### config.mk
export PLATFORM = sky130hd
export DESIGN_NAME = wb_port_arbiter
export DESIGN_NICKNAME = d
export VERILOG_FILES = /design/src/rtl/wb_arb_pkg.sv /design/src/rtl/wb_prio_starve_picker.sv /design/src/rtl/wb_port_arbiter.sv
export SDC_FILE = /design/constraint.sdc
export NUM_CORES = 1
export LEC_CHECK = 0
export ABC_AREA = 1
export BUFFER_PORTS_ARGS = -buffer_cell sky130_fd_sc_hd__buf_2
export CORE_MARGIN = 5
export CORE_UTILIZATION = 50
export DETAILED_ROUTE_END_ITERATION = 16
export GPL_ROUTABILITY_DRIVEN = 0
export PLACE_DENSITY = 0.84
export RECOVER_POWER = 25
export SYNTH_ARGS = -nofsm -noshare
export SYNTH_HDL_FRONTEND = slang
export SYNTH_HIERARCHICAL = 1
export SYNTH_SLANG_ARGS = --single-unit
### constraint.sdc
create_clock -name clk -period 2.6 [get_ports clk]
set_input_delay 0.52 -clock clk [delete_from_list [all_inputs] [get_ports clk]]
set_output_delay 0.52 -clock clk [all_outputs]
set_load 0.005 [all_outputs]
### src/rtl/wb_arb_pkg.sv
// wb_arb_pkg: shared types and constants for the writeback port arbiter.
//   wb_req_t     : one buffered write (destination index, data, FPU target flag)
//   REQ_*        : requester slot assignments on the arbiter ports
//   STARVE_W     : width of the per-requester starvation counters
//   sat_inc      : saturating increment for the starvation counters
package wb_arb_pkg;

  localparam int unsigned REQ_PIPE     = 0;
  localparam int unsigned REQ_FPU_LONG = 1;
  localparam int unsigned REQ_MMIO     = 2;
  localparam int unsigned STARVE_W     = 8;

  typedef struct packed {
    logic [4:0]  rd;
    logic [31:0] data;
    logic        is_fpu;
  } wb_req_t;

  function automatic logic [STARVE_W-1:0] sat_inc(input logic [STARVE_W-1:0] v);
    return (v == '1) ? v : v + 1'b1;
  endfunction

endpackage

### src/rtl/wb_prio_starve_picker.sv
// wb_prio_starve_picker: combinational fixed-priority picker with starvation
// promotion. Any full candidate whose counter has reached LIMIT is promoted;
// the lowest-index promoted candidate wins, otherwise the lowest-index full one.
//   full       in  N      candidate present
//   starve_cnt in  N x W  per-candidate consecutive-loss counters
//   grant      out N      one-hot grant (all zero when nothing is full)
//   forced     out 1      grant came from the promoted set
module wb_prio_starve_picker #(
  parameter int unsigned N     = 3,
  parameter int unsigned W     = 8,
  parameter int unsigned LIMIT = 8
) (
  input  logic [N-1:0]        full,
  input  logic [N-1:0][W-1:0] starve_cnt,
  output logic [N-1:0]        grant,
  output logic                forced
);

  logic [N-1:0] promo;
  logic [N-1:0] cand;
  logic         found;

  always_comb begin
    promo = '0;
    for (int unsigned i = 0; i < N; i++) begin
      promo[i] = full[i] && (starve_cnt[i] >= W'(LIMIT));
    end
    forced = |promo;
    cand   = forced ? promo : full;

    grant = '0;
    found = 1'b0;
    for (int unsigned i = 0; i < N; i++) begin
      if (cand[i] && !found) begin
        grant[i] = 1'b1;
        found    = 1'b1;
      end
    end
  end

endmodule

### src/rtl/wb_port_arbiter.sv
// wb_port_arbiter: shares the register-file write port among NREQ writeback
// sources (0 = pipeline W stage, 1 = long-latency FPU, 2 = MMIO load return).
// Each source has a one-entry buffer; one buffered entry is granted per cycle
// and drives the registered write port on the following cycle.
//   clk, rst          clock, synchronous active-high reset
//   req_valid/ready   per-source handshake (ready = !full || granted)
//   req_rd/data/is_fpu per-source write payload (5/32/1 bits each)
//   rd_w, result_w    write-port index and data (hold when idle)
//   reg_write_w       integer regfile enable (suppressed for x0)
//   fpu_reg_write_w   FPU regfile enable
//   grant_o           one-hot grant issued in the previous cycle
// Optional: WB_PORT_ARB_PERF_EN adds perf_conflict_cnt / perf_starve_cnt.
module wb_port_arbiter
  import wb_arb_pkg::*;
#(
  parameter int unsigned NREQ         = 3,
  parameter int unsigned STARVE_LIMIT = 8
) (
  input  logic               clk,
  input  logic               rst,
  input  logic [NREQ-1:0]    req_valid,
  output logic [NREQ-1:0]    req_ready,
  input  logic [NREQ*5-1:0]  req_rd,
  input  logic [NREQ*32-1:0] req_data,
  input  logic [NREQ-1:0]    req_is_fpu,
  output logic [4:0]         rd_w,
  output logic [31:0]        result_w,
  output logic               reg_write_w,
  output logic               fpu_reg_write_w,
  output logic [NREQ-1:0]    grant_o
`ifdef WB_PORT_ARB_PERF_EN
  ,
  output logic [31:0]        perf_conflict_cnt,
  output logic [31:0]        perf_starve_cnt
`endif
);

  logic [NREQ-1:0]                full_q, full_d;
  wb_req_t [NREQ-1:0]             buf_q, buf_d;
  logic [NREQ-1:0][STARVE_W-1:0]  starve_q, starve_d;

  logic [4:0]      rd_w_q, rd_w_d;
  logic [31:0]     result_w_q, result_w_d;
  logic            reg_write_w_q, reg_write_w_d;
  logic            fpu_reg_write_w_q, fpu_reg_write_w_d;
  logic [NREQ-1:0] grant_o_q, grant_o_d;

  logic [NREQ-1:0] grant;
  logic            forced;
  wb_req_t         sel;

  wb_prio_starve_picker #(
    .N     (NREQ),
    .W     (STARVE_W),
    .LIMIT (STARVE_LIMIT)
  ) u_picker (
    .full       (full_q),
    .starve_cnt (starve_q),
    .grant      (grant),
    .forced     (forced)
  );

  // A granted slot drains this cycle, so it can refill on the same edge.
  always_comb begin
    req_ready = ~full_q | grant;
  end

  always_comb begin
    full_d   = full_q;
    buf_d    = buf_q;
    starve_d = '0;
    for (int unsigned i = 0; i < NREQ; i++) begin
      starve_d[i] = (full_q[i] && !grant[i]) ? sat_inc(starve_q[i]) : '0;
      if (grant[i]) begin
        full_d[i] = 1'b0;
      end
      if (req_valid[i] && req_ready[i]) begin
        full_d[i]       = 1'b1;
        buf_d[i].rd     = req_rd[i*5 +: 5];
        buf_d[i].data   = req_data[i*32 +: 32];
        buf_d[i].is_fpu = req_is_fpu[i];
      end
    end
  end

  always_comb begin
    sel = '0;
    for (int unsigned i = 0; i < NREQ; i++) begin
      if (grant[i]) begin
        sel = buf_q[i];
      end
    end

    rd_w_d            = rd_w_q;
    result_w_d        = result_w_q;
    reg_write_w_d     = 1'b0;
    fpu_reg_write_w_d = 1'b0;
    grant_o_d         = grant;
    if (|grant) begin
      rd_w_d            = sel.rd;
      result_w_d        = sel.data;
      reg_write_w_d     = !sel.is_fpu && (sel.rd != '0);
      fpu_reg_write_w_d = sel.is_fpu;
    end
  end

  always_ff @(posedge clk) begin
    if (rst) begin
      full_q            <= '0;
      buf_q             <= '0;
      starve_q          <= '0;
      rd_w_q            <= '0;
      result_w_q        <= '0;
      reg_write_w_q     <= 1'b0;
      fpu_reg_write_w_q <= 1'b0;
      grant_o_q         <= '0;
    end else begin
      full_q            <= full_d;
      buf_q             <= buf_d;
      starve_q          <= starve_d;
      rd_w_q            <= rd_w_d;
      result_w_q        <= result_w_d;
      reg_write_w_q     <= reg_write_w_d;
      fpu_reg_write_w_q <= fpu_reg_write_w_d;
      grant_o_q         <= grant_o_d;
    end
  end

  assign rd_w            = rd_w_q;
  assign result_w        = result_w_q;
  assign reg_write_w     = reg_write_w_q;
  assign fpu_reg_write_w = fpu_reg_write_w_q;
  assign grant_o         = grant_o_q;

`ifdef WB_PORT_ARB_PERF_EN
  logic [31:0]  perf_conflict_q, perf_conflict_d;
  logic [31:0]  perf_starve_q, perf_starve_d;
  int unsigned  n_full;

  always_comb begin
    n_full = 0;
    for (int unsigned i = 0; i < NREQ; i++) begin
      n_full = n_full + int'(full_q[i]);
    end
    perf_conflict_d = perf_conflict_q + ((n_full >= 2) ? 32'd1 : 32'd0);
    perf_starve_d   = perf_starve_q + ((forced && (|grant)) ? 32'd1 : 32'd0);
  end

  always_ff @(posedge clk) begin
    if (rst) begin
      perf_conflict_q <= '0;
      perf_starve_q   <= '0;
    end else begin
      perf_conflict_q <= perf_conflict_d;
      perf_starve_q   <= perf_starve_d;
    end
  end

  assign perf_conflict_cnt = perf_conflict_q;
  assign perf_starve_cnt   = perf_starve_q;
`else
  logic perf_unused;
  assign perf_unused = forced;
`endif

endmodule

-- Word-level counts from Yosys, hierarchy flattened
Index checks and enable logic that the tools add are counted.
- bits in latches: 0
- memories kept: 0
- flip-flop bits (word level): 183
- memory bits (writable): 0
- ROM bits: 0
- logic and storage cells: 76
- bitwise logic cells: 6
- shift operators: 0
- reduce and logical (&&, ||, !) cells: 27
- $add $sub $neg: 3
- magnitude comparators: 3
- eq/ne operators: 3
- $mul: 0
- div/mod/pow operators: 0
- mux-type cells: 14
- operator list (kind ; count):
    38-bit two-way mux ; 3
    8-bit by 1-bit adder with 8-bit output (second input constant) ; 3
    8-bit == test (second input constant) ; 3
    8-bit by 4-bit greater-or-equal comparator with 1-bit output (second input constant) ; 3
    1-bit logical AND ; 12
    1-bit two-way mux ; 10
    2-bit OR reduction ; 4
    2-bit nonzero test ; 3
    3-bit OR reduction ; 2
    1-bit logical NOT ; 5
    5-bit nonzero test ; 1
    1-bit NOT ; 4
    3-bit two-way mux ; 1
    3-bit NOT ; 1
    3-bit OR ; 1

-- Longest topological paths before layout
- depth in word-level cells: 15
- gate-level depth with buffers: 16

-- By module
Netlist, hierarchy kept.
- modules (own cells, without submodules) (module ; times used ; seq. area each (sq um) ; area an instance (sq um) ; cells each):
    wb_port_arbiter ; 1 ; 3663.5 ; 7169.4 ; 955
    wb_prio_starve_picker ; 1 ; 0.0 ; 131.4 ; 26

-- Worst setup path after synthesis
No wires, ideal clock.
- path type: reg2reg
- start: register starve_q[13] (netlist bit)
- end: register result_w_q[19] (netlist: result_w[19])
- data required time: 2.458 ns
- path buffers: 1
- cell stages (with the launch flop): 12
- library setup time: 0.142 ns
- arrival time: 1.672 ns
- setup slack: 0.785 ns
- clock period less this slack: 1.815 ns
- cell sequence: dfxtp_1 nor2_1 nand3_2 nand2_2 nand3_2 nand2_1 nand2_1 nor2_1 nor2_2 nor2_2 clkbuf_1 a311oi_1
- elaborated cells on any way between the ends: 16
- classes of those cells: order compare: 1; mux: 8; reduce/logical: 7
- RTL lines (element ; RTL line ; RTL):
    from (decl) ; wb_port_arbiter.sv:40 ; logic [NREQ-1:0][STARVE_W-1:0] starve_q, starve_d;
    from (signal assigned) ; wb_port_arbiter.sv:120 ; starve_q <= starve_d;
    8-bit by 4-bit greater-or-equal comparator with 1-bit output * ; wb_prio_starve_picker.sv:26 ; promo[i] = full[i] && (starve_cnt[i] >= W'(LIMIT));
    1-bit logical AND * ; wb_prio_starve_picker.sv:26 ;
    3-bit OR reduction * ; wb_prio_starve_picker.sv:28 ; forced = |promo;
    via forced ; wb_port_arbiter.sv:49 ; logic forced;
    3-bit two-way mux * ; wb_prio_starve_picker.sv:29 ; cand = forced ? promo : full;
    1-bit two-way mux ; wb_prio_starve_picker.sv:34 ; if (cand[i] && !found) begin
    1-bit logical NOT ; wb_prio_starve_picker.sv:34 ;
    1-bit logical AND * ; wb_prio_starve_picker.sv:34 ;
    1-bit two-way mux * ; wb_prio_starve_picker.sv:34 ;
    via grant[1] ; wb_port_arbiter.sv:48 ; logic [NREQ-1:0] grant;
    38-bit two-way mux (2 in series) ; wb_port_arbiter.sv:89 ; if (grant[i]) begin
    to (signal assigned) ; wb_port_arbiter.sv:122 ; result_w_q <= result_w_d;
    to (decl) ; wb_port_arbiter.sv:43 ; logic [31:0] result_w_q, result_w_d;
The timed path passes the listed nets; every way through them passes the cells marked *.
A chain may end at the register's enable or synchronous reset.

-- Worst setup path after layout
- start: register starve_q[5] (netlist bit)
- end: output req_ready[2]
- longest elaborated chain between the ends: 12
- RTL lines (element ; RTL line ; RTL):
    8-bit by 4-bit greater-or-equal comparator with 1-bit output * ; wb_prio_starve_picker.sv:26 ;
    1-bit logical AND * ; wb_prio_starve_picker.sv:26 ;
    3-bit OR reduction * ; wb_prio_starve_picker.sv:28 ;
    via forced ; wb_port_arbiter.sv:49 ;
    3-bit two-way mux * ; wb_prio_starve_picker.sv:29 ;
    1-bit two-way mux ; wb_prio_starve_picker.sv:34 ;
    1-bit logical NOT ; wb_prio_starve_picker.sv:34 ;
    1-bit logical AND ; wb_prio_starve_picker.sv:34 ;
    1-bit two-way mux ; wb_prio_starve_picker.sv:34 ;
    1-bit logical NOT ; wb_prio_starve_picker.sv:34 ;
    1-bit logical AND * ; wb_prio_starve_picker.sv:34 ;
    1-bit two-way mux * ; wb_prio_starve_picker.sv:34 ;
    via grant[2] ; wb_port_arbiter.sv:48 ;
    3-bit OR * ; wb_port_arbiter.sv:65 ; req_ready = ~full_q | grant;
    to (decl) ; wb_port_arbiter.sv:22 ; output logic [NREQ-1:0] req_ready,
Marks and branches as above.

==> metrics <==
outcome=complete, no violations; clk slew on worst S/H paths=0.06 ns; final core occ=60.6%; gr usage total=24.0%; area grow syn2layout=19.8%; synthesized cell area=0.00730 mm2; ys async rst share=0%; share of the synthesized area in the top cell type=50.2%; Buf/Inv on CP=2; Max FO, Critical Path=5; CTS Buf Count=17; vias in the first global route=6,759; Worst Tran Pin Value=0.456 ns; crit path DAT=1.91 ns; drt via density=5.38; mean post-synth cell area=7.44 um2; Die H=131 um; fin nets=1,249; CTS Root Cell=clkbuf_16; TritonCTS clock tree=done; highest layer used for signal routing=met4; worst min-delay path class=in2reg; Setup TNS=0 ns; buffer count from post-CTS setup fixing=0; clk_lat worst skew=0.44 ns; Routed WL=20,400 um; Synth Instances=981; diode count=0; hold path startpoint=req_data[58]; final total power=6.43 mW; Net Count, Synth=1,103; Residual DRC=0; worst hold endpoint=buf_q[65]; largest net degree at the start of global routing=65; yosys warns=6; final instance area=0.00875 mm2; Reg2Reg Depth=14; fmax=412 MHz; Reg-to-Reg End=result_w[22]; Hold Violations, Final=0; Pleak=3.82 nW; Setup crit end kind=primary output; CP Launch Point=starve_q[5]; Worst Path Class, Setup=reg2out; I/O pin cnt=164; global-route wire length before repair=32,300 um; max incr delay on CP=0.42 ns; period utilisation layout=93.5%; die area=0.0171 mm2; CTS sink cnt=183; WHS Path Cells=3; reg2reg start=starve_q[5]; VDD IR max=0.000531 V; Initial Util=50.6%; synthesis-stage register bit count=183; Post-synth EDFFs=0; Slowest-stage cell, CP=dfxtp_1; wl on met1=8420 um; Longest Clk Path Bufs=2; area leader, netlist=dfxtp_1; Startpoint Class=register; met3 WL post-DR=1550 um; met2 WL post-DR=9670 um; Seq/Total Area, Yosys=50.2%; Max-slew headroom=69.6%; DR iter-0 viols=548; Pre-antenna DRT Iters=5; Top FF cell, synth=dfxtp_1; CTS H-Tree Depth=4; CORE AREA=0.0144 mm2; Cell Pwr Density=735 mW/mm2; worst path required time=2.08 ns; Fin Hold WS=0.321 ns; dpl hpwl=13,900 um; Post-CTS Hold Buffers=0; via count=7,100; WL/cell=15.4 um; row count=44; Port Buf Inserts=163; family with the most delay on the worst path=simple AND/OR/NAND/NOR gates; Final Slew Violations=0; CP cell instances=nor2_1 > nand3b_1 > nand2_2 > nand3_2 > nand2_1 > nand2_1 > nand2_1 > nor2_1 > inv_2 > nand2_1 > buf_2; r2r setup slk=0.26 ns; layout cell share with drive strength beyond 1=18.7%; Post-DP Area=0.00829 mm2; post-route ant nets=0; initial antenna violation count=0; ranking of synthesized cells by area=dfxtp_1 (50%), nor2_1 (14%), o21ai_0 (8.7%); total gr overflow=0; most frequent CP cell=nand2_1; final worst clock skew=0.00767 ns; RSZ-0062 raised after global routing=false; synth unique cells=30; die width=131 um; min Tclk post-route=2.43 ns; Max-cap violations=0; Final setup viols=0
tightest hold or removal path, cell delays in order:
cell     delay, ns
buf_2         0.07
o21ai_1       0.05
nor2_1        0.07
how the worst max path moves through the flow:
| stage | to | slack, ns | depth (start not counted) |
|---|---|---|---|
| finish | req_ready[2] | 0.17 | 11 |
| global route | reg_write_w | 0.005 | 16 |
| CTS | req_ready[2] | 0.17 | 11 |
| detailed placement | result_w[13] | 0.29 | 13 |
| global placement | reg_write_w | 0.37 | 16 |
| floorplan | result_w[19] | 0.79 | 11 |
layout by cell type, fill, tap and decap left out, types with 3 or more instances in the layout:
cell / synthesis / final
nor2_1: 280 / 279
dfxtp_1: 183 / 183
buf_2: 22 / 134
o21ai_0: 127 / 127
nand2_1: 124 / 125
inv_1: 38 / 39
o21ai_1: 34 / 34
clkbuf_1: 24 / 32
a21oi_1: 30 / 30
a311oi_1: 30 / 30
nand3_1: 19 / 19
clkbuf_16: 0 / 17
buf_4: 9 / 16
inv_2: 11 / 9
nand2_2: 9 / 8
or2_2: 6 / 6
a31oi_1: 6 / 6
nand4_1: 6 / 6
clkinv_2: 0 / 5
buf_12: 0 / 4
xor2_1: 3 / 3
nand3_2: 3 / 3
ha_1: 3 / 3
metrics by stage:
stage	cells	setup WS, ns
2_1_floorplan	981	0.785
3_3_place_gp	1292	0.371
3_5_place_dp	1292	0.291
4_1_cts	1320	0.174
5_1_grt	1320	0.00521
6_report	1320	0.170
layout make-up:
type,instances,area (um2)
clock buffers,23,468
clock inverters,5,27.5
fillers,1330,5680
inverters,49,185
multi-input cells,691,3180
flip-flops and latches,183,3660
well taps,184,230
repair buffers,185,996
Yosys cell counts (6+ instances only):
master	number
nand3_1	19
buf_2	22
buf_4	9
or2_2	6
a21oi_1	30
nor2_1	280
a311oi_1	30
o21ai_0	127
inv_2	11
nand4_1	6
nand2_2	9
inv_1	38
a31oi_1	6
o21ai_1	34
clkbuf_1	24
nand2_1	124
dfxtp_1	183
cell families after synthesis:
group,after synthesis,synth area share [%]
AO/OA/AOI/OAI,228,17.3
XOR/XNOR,3,0.360
adder cells (fa/ha/maj),3,0.514
buffers and inverters,107,6.46
flip-flops,183,50.2
AND/OR/NAND/NOR,457,25.2
repair_timing:
item	4_1_cts	5_1_grt
resized for setup	0	1
hold endpoints to repair	0	0
endpoints found under the setup margin	0	2
sequential cells by signal, indices dropped and copies added, names as in the netlist:
register	flops
buf_q	114
fpu_reg_write_w	1
full_q	3
grant_o	3
rd_w	5
reg_write_w	1
result_w	32
starve_q	24
layer usage:
metal / vias up / global-route usage (%)
met3: 58 / 5.69
met5: - / 0
met4: 0 / 10.4
met1: 3230 / 29.6
met2: 314 / 40.3
li1: 3498 / -
report_power, final:
part	internal, mW	switching, mW
clock	1.24	1.02
combinational	0.368	0.597
sequential	3.06	0.139
Note: power is estimated with default switching activity, not from simulation.
